$ cat config.mk
export PLATFORM = sky130hd
export DESIGN_NAME = multicycle_cpu
export DESIGN_NICKNAME = d
export VERILOG_FILES = /design/src/rtl/multicycle_cpu_pkg.sv /design/src/rtl/cpu_regfile_ar.sv /design/src/rtl/multicycle_cpu.sv
export SDC_FILE = /design/constraint.sdc
export NUM_CORES = 2
export LEC_CHECK = 0
export CAP_MARGIN = 10
export CELL_PAD_IN_SITES_DETAIL_PLACEMENT = 0
export CELL_PAD_IN_SITES_GLOBAL_PLACEMENT = 2
export CORE_MARGIN = 5
export CORE_UTILIZATION = 38
export DETAILED_ROUTE_END_ITERATION = 16
export GPL_TIMING_DRIVEN = 0
export HOLD_SLACK_MARGIN = 0.15
export PLACE_DENSITY_LB_ADDON = 0.15
export SYNTH_ARGS = -nofsm -noshare
export SYNTH_HDL_FRONTEND = slang
export SYNTH_SLANG_ARGS = --single-unit
export TNS_END_PERCENT = 10
$ cat constraint.sdc
create_clock -name clk -period 35.8 [get_ports clk]
set_input_delay 3.58 -clock clk [delete_from_list [all_inputs] [get_ports clk]]
set_output_delay 3.58 -clock clk [all_outputs]
set_load 0.03 [all_outputs]
$ cat src/rtl/multicycle_cpu_pkg.sv
// rtl/multicycle_cpu_pkg.sv - opcodes, state encoding and ALU operations for multicycle_cpu
package multicycle_cpu_pkg;

    typedef enum logic [2:0] {
        ST_FETCH     = 3'd0,
        ST_DECODE    = 3'd1,
        ST_EXECUTE   = 3'd2,
        ST_MEMORY    = 3'd3,
        ST_WRITEBACK = 3'd4,
        ST_HALT      = 3'd5
    } state_e;

    typedef enum logic [1:0] {
        ALU_ADD = 2'd0,
        ALU_SUB = 2'd1,
        ALU_SLT = 2'd2,
        ALU_XOR = 2'd3
    } alu_op_e;

    localparam logic [5:0] OP_RTYPE = 6'h00;
    localparam logic [5:0] OP_J     = 6'h02;
    localparam logic [5:0] OP_JAL   = 6'h03;
    localparam logic [5:0] OP_BEQ   = 6'h04;
    localparam logic [5:0] OP_BNE   = 6'h05;
    localparam logic [5:0] OP_ADDI  = 6'h08;
    localparam logic [5:0] OP_XORI  = 6'h0E;
    localparam logic [5:0] OP_LW    = 6'h23;
    localparam logic [5:0] OP_SW    = 6'h2B;

    localparam logic [5:0] FN_JR    = 6'h08;
    localparam logic [5:0] FN_ADD   = 6'h20;
    localparam logic [5:0] FN_SUB   = 6'h22;
    localparam logic [5:0] FN_SLT   = 6'h2A;

    function automatic logic op_supported(input logic [5:0] op, input logic [5:0] fn);
        logic ok;
        case (op)
            OP_RTYPE: ok = (fn == FN_ADD) || (fn == FN_SUB) || (fn == FN_SLT) || (fn == FN_JR);
            OP_J, OP_JAL, OP_BEQ, OP_BNE,
            OP_ADDI, OP_XORI, OP_LW, OP_SW: ok = 1'b1;
            default: ok = 1'b0;
        endcase
        return ok;
    endfunction

    // Address generation for LW/SW reuses ALU_ADD.
    function automatic alu_op_e alu_op_of(input logic [5:0] op, input logic [5:0] fn);
        alu_op_e sel;
        sel = ALU_ADD;
        if (op == OP_XORI) begin
            sel = ALU_XOR;
        end else if (op == OP_RTYPE && fn == FN_SUB) begin
            sel = ALU_SUB;
        end else if (op == OP_RTYPE && fn == FN_SLT) begin
            sel = ALU_SLT;
        end
        return sel;
    endfunction

    function automatic logic [31:0] alu_eval(input alu_op_e op, input logic [31:0] x, input logic [31:0] y);
        logic [31:0] r;
        case (op)
            ALU_ADD: r = x + y;
            ALU_SUB: r = x - y;
            ALU_SLT: r = {31'b0, ($signed(x) < $signed(y))};
            default: r = x ^ y;
        endcase
        return r;
    endfunction

endpackage

$ cat src/rtl/cpu_regfile_ar.sv
// rtl/cpu_regfile_ar.sv - 32x32 register file, two async read ports, one sync write port
module cpu_regfile_ar (
    input  logic        clk_i,
    input  logic        rst_i,
    input  logic [4:0]  raddr_a_i,
    output logic [31:0] rdata_a_o,
    input  logic [4:0]  raddr_b_i,
    output logic [31:0] rdata_b_o,
    input  logic        we_i,
    input  logic [4:0]  waddr_i,
    input  logic [31:0] wdata_i
);

    logic [31:0] regs_q [32];

    always_ff @(posedge clk_i or posedge rst_i) begin
        if (rst_i) begin
            for (int i = 0; i < 32; i++) begin
                regs_q[i] <= '0;
            end
        end else if (we_i && (waddr_i != 5'd0)) begin
            regs_q[waddr_i] <= wdata_i;
        end
    end

    assign rdata_a_o = (raddr_a_i == 5'd0) ? 32'h0 : regs_q[raddr_a_i];
    assign rdata_b_o = (raddr_b_i == 5'd0) ? 32'h0 : regs_q[raddr_b_i];

endmodule

$ cat src/rtl/multicycle_cpu.sv
// rtl/multicycle_cpu.sv - multicycle MIPS-I subset core with a single req/ready memory port
module multicycle_cpu #(
    parameter int unsigned       ADDR_W   = 32,
    parameter logic [ADDR_W-1:0] RESET_PC = '0,
    parameter int unsigned       JAL_REG  = 31
) (
    input  logic              clk,
    input  logic              reset,
    output logic              mem_req,
    output logic              mem_we,
    output logic [ADDR_W-1:0] mem_addr,
    output logic [31:0]       mem_wdata,
    input  logic [31:0]       mem_rdata,
    input  logic              mem_ready,
    output logic              halted,
    output logic [ADDR_W-1:0] pc_out
);

    import multicycle_cpu_pkg::*;

    state_e            state_q, state_d;
    logic [ADDR_W-1:0] pc_q, pc_d;
    logic [31:0]       ir_q, ir_d;
    logic [31:0]       a_q, a_d;
    logic [31:0]       b_q, b_d;
    logic [31:0]       imm_q, imm_d;
    logic [31:0]       res_q, res_d;

    logic [5:0]        opcode, funct;
    logic [4:0]        rs, rt, rd;
    logic              is_rtype;
    logic [31:0]       rs_data, rt_data;
    logic              rf_we;
    logic [4:0]        rf_waddr;
    logic [31:0]       rf_wdata;

    logic [ADDR_W-1:0] pc_plus4, br_target, j_target;
    logic [31:0]       pc4_ext, j_target_ext, imm_shift, alu_b, alu_y;

    assign opcode   = ir_q[31:26];
    assign rs       = ir_q[25:21];
    assign rt       = ir_q[20:16];
    assign rd       = ir_q[15:11];
    assign funct    = ir_q[5:0];
    assign is_rtype = (opcode == OP_RTYPE);

    assign pc_plus4     = pc_q + ADDR_W'(4);
    assign imm_shift    = {imm_q[29:0], 2'b00};
    assign br_target    = pc_plus4 + imm_shift[ADDR_W-1:0];
    assign pc4_ext      = 32'(pc_plus4);
    assign j_target_ext = {pc4_ext[31:28], ir_q[25:0], 2'b00};
    assign j_target     = j_target_ext[ADDR_W-1:0];

    // XORI is the only immediate that zero-extends; imm_q holds the sign-extended form.
    always_comb begin
        alu_b = imm_q;
        if (is_rtype) begin
            alu_b = b_q;
        end else if (opcode == OP_XORI) begin
            alu_b = {16'h0, imm_q[15:0]};
        end
    end

    assign alu_y = alu_eval(alu_op_of(opcode, funct), a_q, alu_b);

    cpu_regfile_ar u_regfile (
        .clk_i     (clk),
        .rst_i     (reset),
        .raddr_a_i (rs),
        .rdata_a_o (rs_data),
        .raddr_b_i (rt),
        .rdata_b_o (rt_data),
        .we_i      (rf_we),
        .waddr_i   (rf_waddr),
        .wdata_i   (rf_wdata)
    );

    always_comb begin
        state_d  = state_q;
        pc_d     = pc_q;
        ir_d     = ir_q;
        a_d      = a_q;
        b_d      = b_q;
        imm_d    = imm_q;
        res_d    = res_q;
        rf_we    = 1'b0;
        rf_waddr = is_rtype ? rd : rt;
        rf_wdata = res_q;
        case (state_q)
            ST_FETCH: begin
                if (mem_ready) begin
                    ir_d    = mem_rdata;
                    state_d = ST_DECODE;
                end
            end
            ST_DECODE: begin
                a_d     = rs_data;
                b_d     = rt_data;
                imm_d   = {{16{ir_q[15]}}, ir_q[15:0]};
                state_d = op_supported(opcode, funct) ? ST_EXECUTE : ST_HALT;
            end
            ST_EXECUTE: begin
                res_d   = alu_y;
                state_d = ST_FETCH;
                case (opcode)
                    OP_RTYPE: begin
                        if (funct == FN_JR) begin
                            pc_d = a_q[ADDR_W-1:0];
                        end else begin
                            state_d = ST_WRITEBACK;
                        end
                    end
                    OP_ADDI, OP_XORI: state_d = ST_WRITEBACK;
                    OP_LW, OP_SW:     state_d = ST_MEMORY;
                    OP_BEQ:           pc_d = (a_q == b_q) ? br_target : pc_plus4;
                    OP_BNE:           pc_d = (a_q != b_q) ? br_target : pc_plus4;
                    OP_J:             pc_d = j_target;
                    OP_JAL: begin
                        pc_d     = j_target;
                        rf_we    = 1'b1;
                        rf_waddr = 5'(JAL_REG);
                        rf_wdata = pc4_ext;
                    end
                    default:          state_d = ST_HALT;
                endcase
            end
            ST_MEMORY: begin
                if (mem_ready) begin
                    if (opcode == OP_SW) begin
                        pc_d    = pc_plus4;
                        state_d = ST_FETCH;
                    end else begin
                        res_d   = mem_rdata;
                        state_d = ST_WRITEBACK;
                    end
                end
            end
            ST_WRITEBACK: begin
                rf_we   = 1'b1;
                pc_d    = pc_plus4;
                state_d = ST_FETCH;
            end
            default: state_d = ST_HALT;
        endcase
    end

    always_ff @(posedge clk or posedge reset) begin
        if (reset) begin
            state_q <= ST_FETCH;
            pc_q    <= RESET_PC;
            ir_q    <= '0;
            a_q     <= '0;
            b_q     <= '0;
            imm_q   <= '0;
            res_q   <= '0;
        end else begin
            state_q <= state_d;
            pc_q    <= pc_d;
            ir_q    <= ir_d;
            a_q     <= a_d;
            b_q     <= b_d;
            imm_q   <= imm_d;
            res_q   <= res_d;
        end
    end

    // Gated by reset so an asserted reset kills an in-flight access in the same instant.
    always_comb begin
        mem_req   = 1'b0;
        mem_we    = 1'b0;
        mem_addr  = '0;
        mem_wdata = '0;
        if (!reset) begin
            if (state_q == ST_FETCH) begin
                mem_req  = 1'b1;
                mem_addr = pc_q;
            end else if (state_q == ST_MEMORY) begin
                mem_req  = 1'b1;
                mem_addr = res_q[ADDR_W-1:0];
                if (opcode == OP_SW) begin
                    mem_we    = 1'b1;
                    mem_wdata = b_q;
                end
            end
        end
    end

    assign halted = (state_q == ST_HALT);
    assign pc_out = pc_q;

endmodule

==> impl_metrics.xml <==
<?xml version="1.0" encoding="UTF-8"?>
<metrics>
  <group name="place">
    <metric name="gp_congestion" unit="">0.9882</metric>
    <metric name="place.detailed.hpwl" unit="mm">263.2</metric>
    <metric name="place_ws" unit="ps">24110</metric>
    <metric name="placed_area" unit="mm²">0.07355</metric>
    <metric name="port_buffers" unit="">133</metric>
  </group>
  <group name="global_route">
    <metric name="met1_track_utilization_from_global_routing" unit="%">45.52</metric>
    <metric name="grt_pass1_wl" unit="mm">457.2</metric>
    <metric name="grt_use_total" unit="%">34.69</metric>
    <metric name="number_of_antenna_violations_at_the_first_check_in_global_routing" unit="">30</metric>
    <metric name="maximum_number_of_pins_on_one_net_before_global_route_repair" unit="">43</metric>
    <metric name="overflow" unit="">0</metric>
    <metric name="grt_pass1_vias" unit="">58360</metric>
    <metric name="grtUsageMet3" unit="%">8.784</metric>
    <metric name="globalRoute.busiestLayer" unit="">met2</metric>
    <metric name="global_route.usage.met2" unit="%">55.21</metric>
  </group>
  <group name="clocking">
    <metric name="hold_buffers" unit="">0</metric>
    <metric name="clock_tree_from_tritoncts" unit="">done</metric>
    <metric name="cts_resized" unit="">0</metric>
    <metric name="cts-buffers-inserted" unit="">145</metric>
    <metric name="clk_pin_slew" unit="ps">50</metric>
    <metric name="h_tree_levels" unit="">4</metric>
    <metric name="postCtsSetupBuffers" unit="">0</metric>
    <metric name="clock_sinks" unit="">1203</metric>
    <metric name="cts.path.max_buffers" unit="">3</metric>
    <metric name="worst_skew_pair.late_latency" unit="ps">830</metric>
    <metric name="clockRootBuffer" unit="">sky130_fd_sc_hd__clkbuf_16</metric>
  </group>
  <group name="hold_path">
    <metric name="worstHoldPathCells" unit="">1</metric>
    <metric name="hold_end" unit="">u_regfile.regs_q[1003]</metric>
    <metric name="min_from" unit="">u_regfile.regs_q[1003]</metric>
    <metric name="min_path_type" unit="">reg2reg</metric>
  </group>
  <group name="sta">
    <metric name="final.setup_skew" unit="ps">34.89</metric>
    <metric name="timing.final.ws_setup" unit="ps">24070</metric>
    <metric name="fin_hold_ws" unit="ps">477.4</metric>
    <metric name="fmaxAchievable" unit="GHz">0.08525</metric>
    <metric name="relSlewSlack" unit="%">1.793</metric>
    <metric name="tns" unit="ps">0</metric>
    <metric name="final_hold_viol_count" unit="">0</metric>
    <metric name="tightestPinTransition" unit="ps">1432</metric>
    <metric name="grt_setup_unrepaired" unit="">false</metric>
    <metric name="final_min_period" unit="ps">11730</metric>
    <metric name="setup_viol" unit="">0</metric>
    <metric name="pins_over_slew_limit" unit="">0</metric>
    <metric name="finalCritPeriodShare" unit="%">32.77</metric>
  </group>
  <group name="synth">
    <metric name="synth_sequential_area_ratio" unit="%">44.33</metric>
    <metric name="synth_top_area_cell" unit="">sky130_fd_sc_hd__dfrtp_1</metric>
    <metric name="yosys_warnings" unit="">0</metric>
    <metric name="post_synth_xor_area_fraction" unit="%">1.365</metric>
    <metric name="main_combinational_cell_family_by_area_after_synthesis" unit="">multiplexers</metric>
    <metric name="synth_compound_area_share" unit="%">16.63</metric>
    <metric name="syn_avg_cell_area" unit="µm²">9.983</metric>
    <metric name="ys_async_sr_fraction" unit="%">100.0</metric>
    <metric name="synth_edf_count" unit="">0</metric>
    <metric name="synthCells" unit="">6802</metric>
    <metric name="synthTopCellsByArea" unit="">sky130_fd_sc_hd__dfrtp_1 (44%), sky130_fd_sc_hd__mux4_2 (15%), sky130_fd_sc_hd__o21ai_0 (8.3%)</metric>
    <metric name="yosys.area_share.adder" unit="%">2.042</metric>
    <metric name="ys_ff_latch" unit="">1203</metric>
    <metric name="synthTopCellsByCount" unit="">sky130_fd_sc_hd__nand2_1 (1,362), sky130_fd_sc_hd__dfrtp_1 (1,203), sky130_fd_sc_hd__o21ai_0 (1,127)</metric>
    <metric name="muxShareOfSynthArea" unit="%">20.22</metric>
    <metric name="synth_top_cell_area_share" unit="%">44.33</metric>
    <metric name="synth-simple-area-share" unit="%">11.15</metric>
    <metric name="syn-cell-area" unit="mm²">0.06791</metric>
    <metric name="yosys.cell_count.top_type" unit="">sky130_fd_sc_hd__nand2_1</metric>
    <metric name="yosys_most_used_dff" unit="">sky130_fd_sc_hd__dfrtp_1</metric>
    <metric name="syn_nets" unit="">6946</metric>
    <metric name="synth_cell_types" unit="">90</metric>
  </group>
  <group name="setup_path">
    <metric name="worstSetupPathType" unit="">in2out</metric>
    <metric name="r2r_slack" unit="ps">28880</metric>
    <metric name="reg2reg_depth" unit="">20</metric>
    <metric name="rr_startpoint" unit="">ir_q[30]</metric>
    <metric name="cp_data_arrival_time" unit="ps">8150</metric>
    <metric name="r2r_end" unit="">res_q[24]</metric>
    <metric name="required" unit="ps">32220</metric>
    <metric name="setup.worst_path.start_class" unit="">input pin</metric>
    <metric name="worst_setup_path_end_kind" unit="">output pin</metric>
    <metric name="worstPathMaxFanout" unit="">38</metric>
  </group>
  <group name="final_layout">
    <metric name="design.final.nets" unit="">7304</metric>
    <metric name="drive_gt1_share" unit="%">14.32</metric>
    <metric name="area_growth" unit="%">15.63</metric>
    <metric name="post-route-cell-area" unit="mm²">0.07852</metric>
  </group>
  <group name="drt">
    <metric name="drt_pre_antenna_iters" unit="">6</metric>
    <metric name="wl" unit="mm">327.8</metric>
    <metric name="num_vias" unit="">59238</metric>
    <metric name="routed_wire_length_per_instance" unit="µm">34.01</metric>
    <metric name="vias_per_cell" unit="">6.147</metric>
    <metric name="detail_route.drc_violations" unit="">0</metric>
    <metric name="final_antenna_net_count" unit="">0</metric>
    <metric name="drt_iter0_markers" unit="">6693</metric>
  </group>
  <group name="die">
    <metric name="placeableCoreArea" unit="mm²">0.1780</metric>
    <metric name="chipHeight" unit="µm">432.7</metric>
    <metric name="initial_util" unit="%">38.14</metric>
    <metric name="placementRows" unit="">155</metric>
    <metric name="width_of_the_chip" unit="µm">432.7</metric>
    <metric name="total_die_area" unit="mm²">0.1873</metric>
    <metric name="design.portCount" unit="">134</metric>
  </group>
  <group name="pwr">
    <metric name="switching_part_of_the_total" unit="%">25.70</metric>
    <metric name="internal_power" unit="mW">2.334</metric>
    <metric name="power.share.clock" unit="%">49.2</metric>
    <metric name="comb_power_share" unit="%">7.2</metric>
    <metric name="finalPower" unit="mW">3.142</metric>
    <metric name="switching_power" unit="µW">807.4</metric>
    <metric name="max-vdd-ir-drop" unit="mV">0.04097</metric>
    <metric name="sequentialPowerShare" unit="%">43.6</metric>
    <metric name="p_leak" unit="nW">31.37</metric>
    <metric name="powerDensity" unit="mW/mm²">40.01</metric>
  </group>
  <group name="run_status">
    <metric name="outcome" unit="">finished clean</metric>
  </group>
  <group name="run">
    <metric name="max-cap-violations" unit="">0</metric>
  </group>
</metrics>
[layout by cell type, fill, tap and decap left out, types with 133 or more instances in the layout]
| cell | n |
|---|---|
| sky130_fd_sc_hd__mux4_2 | 451 |
| sky130_fd_sc_hd__o21ai_0 | 1127 |
| sky130_fd_sc_hd__clkdlybuf4s50_1 | 133 |
| sky130_fd_sc_hd__a21oi_1 | 353 |
| sky130_fd_sc_hd__nand2_1 | 1362 |
| sky130_fd_sc_hd__nor2_1 | 177 |
| sky130_fd_sc_hd__clkbuf_1 | 478 |
| sky130_fd_sc_hd__clkbuf_16 | 149 |
| sky130_fd_sc_hd__mux2i_1 | 247 |
| sky130_fd_sc_hd__o21ai_1 | 140 |
| sky130_fd_sc_hd__dfrtp_1 | 1203 |
[final cells by class]
cell class | count | area (µm²)
diodes | 14 | 35.03
plain buffers | 632 | 2546
clock buffers | 208 | 4280
clock inverters | 47 | 583.1
fillers | 17421 | 99510
inverters | 100 | 379.1
multi-input cells | 4867 | 34950
flip-flops and latches | 1203 | 30100
well taps | 2355 | 2947
repair buffers | 211 | 2696
[worst max-delay path by stage]
stage / startpoint / endpoint / slack, ps / depth (start not counted)
after floorplan: reset / mem_req / 9300 / 4
after global placement: reset / mem_addr[4] / -7180 / 6
after detailed placement: reset / mem_addr[4] / 24110 / 10
after CTS: reset / mem_addr[4] / 24080 / 10
after global routing: reset / mem_addr[4] / 24040 / 10
final: reset / mem_addr[7] / 24070 / 10
[metrics by stage]
| step | util (%) | std cells |
|---|---|---|
| 3_5_place_dp | 41.31 | 9362 |
| 3_3_place_gp | 40.55 | 9290 |
| 2_1_floorplan | - | 6802 |
| 6_report | 44.10 | 9637 |
| 5_1_grt | 44.08 | 9623 |
| 4_1_cts | 44.04 | 9617 |
[state kept, by name, summed over array words and instances (netlist names)]
register and flops:
b_q 32, res_q 32, a_q 32, u_regfile.regs_q 1024, imm_q 16, pc_out 32, ir_q 32, state_q 3
[kinds of logic (layout without fill, tap and decap cells)]
family	Yosys count	in the layout
AOI/OAI and AO/OA	2027	2027
xor gates and xnor gates	105	105
adders and majority gates	109	109
buffers and inverters	732	1198
DFF	1203	1203
muxes	796	796
other	0	14
and+or+nand+nor	1830	1830
[power by group through the flow]
| stage | Clock, mW | Sequential [mW] | Combinational [mW] |
|---|---|---|---|
| after global placement | 0 | 1.40 | 0.207 |
| final | 1.55 | 1.37 | 0.226 |
| after detailed placement | 0 | 1.39 | 0.223 |
| after floorplan | 0 | 1.40 | 0.117 |
| after global routing | 1.62 | 1.37 | 0.236 |
| after CTS | 1.56 | 1.37 | 0.223 |
[metal layers]
layer | up-vias | routed length, µm
li1 | 25281 | -
met1 | 30678 | 131700
met2 | 2714 | 151300
met3 | 553 | 29690
met4 | 12 | 14990
met5 | - | 89
[worst max-delay path, stage by stage]
cell,delay [ps]
sky130_fd_sc_hd__clkdlybuf4s50_1,830
sky130_fd_sc_hd__clkinvlp_4,360
sky130_fd_sc_hd__buf_12,260
sky130_fd_sc_hd__buf_12,270
sky130_fd_sc_hd__buf_12,260
sky130_fd_sc_hd__buf_12,270
sky130_fd_sc_hd__o21ai_0,380
sky130_fd_sc_hd__clkbuf_1,490
sky130_fd_sc_hd__a21oi_1,560
sky130_fd_sc_hd__clkdlybuf4s50_1,790
No activity file was read; power rests on OpenSTA's default activity.
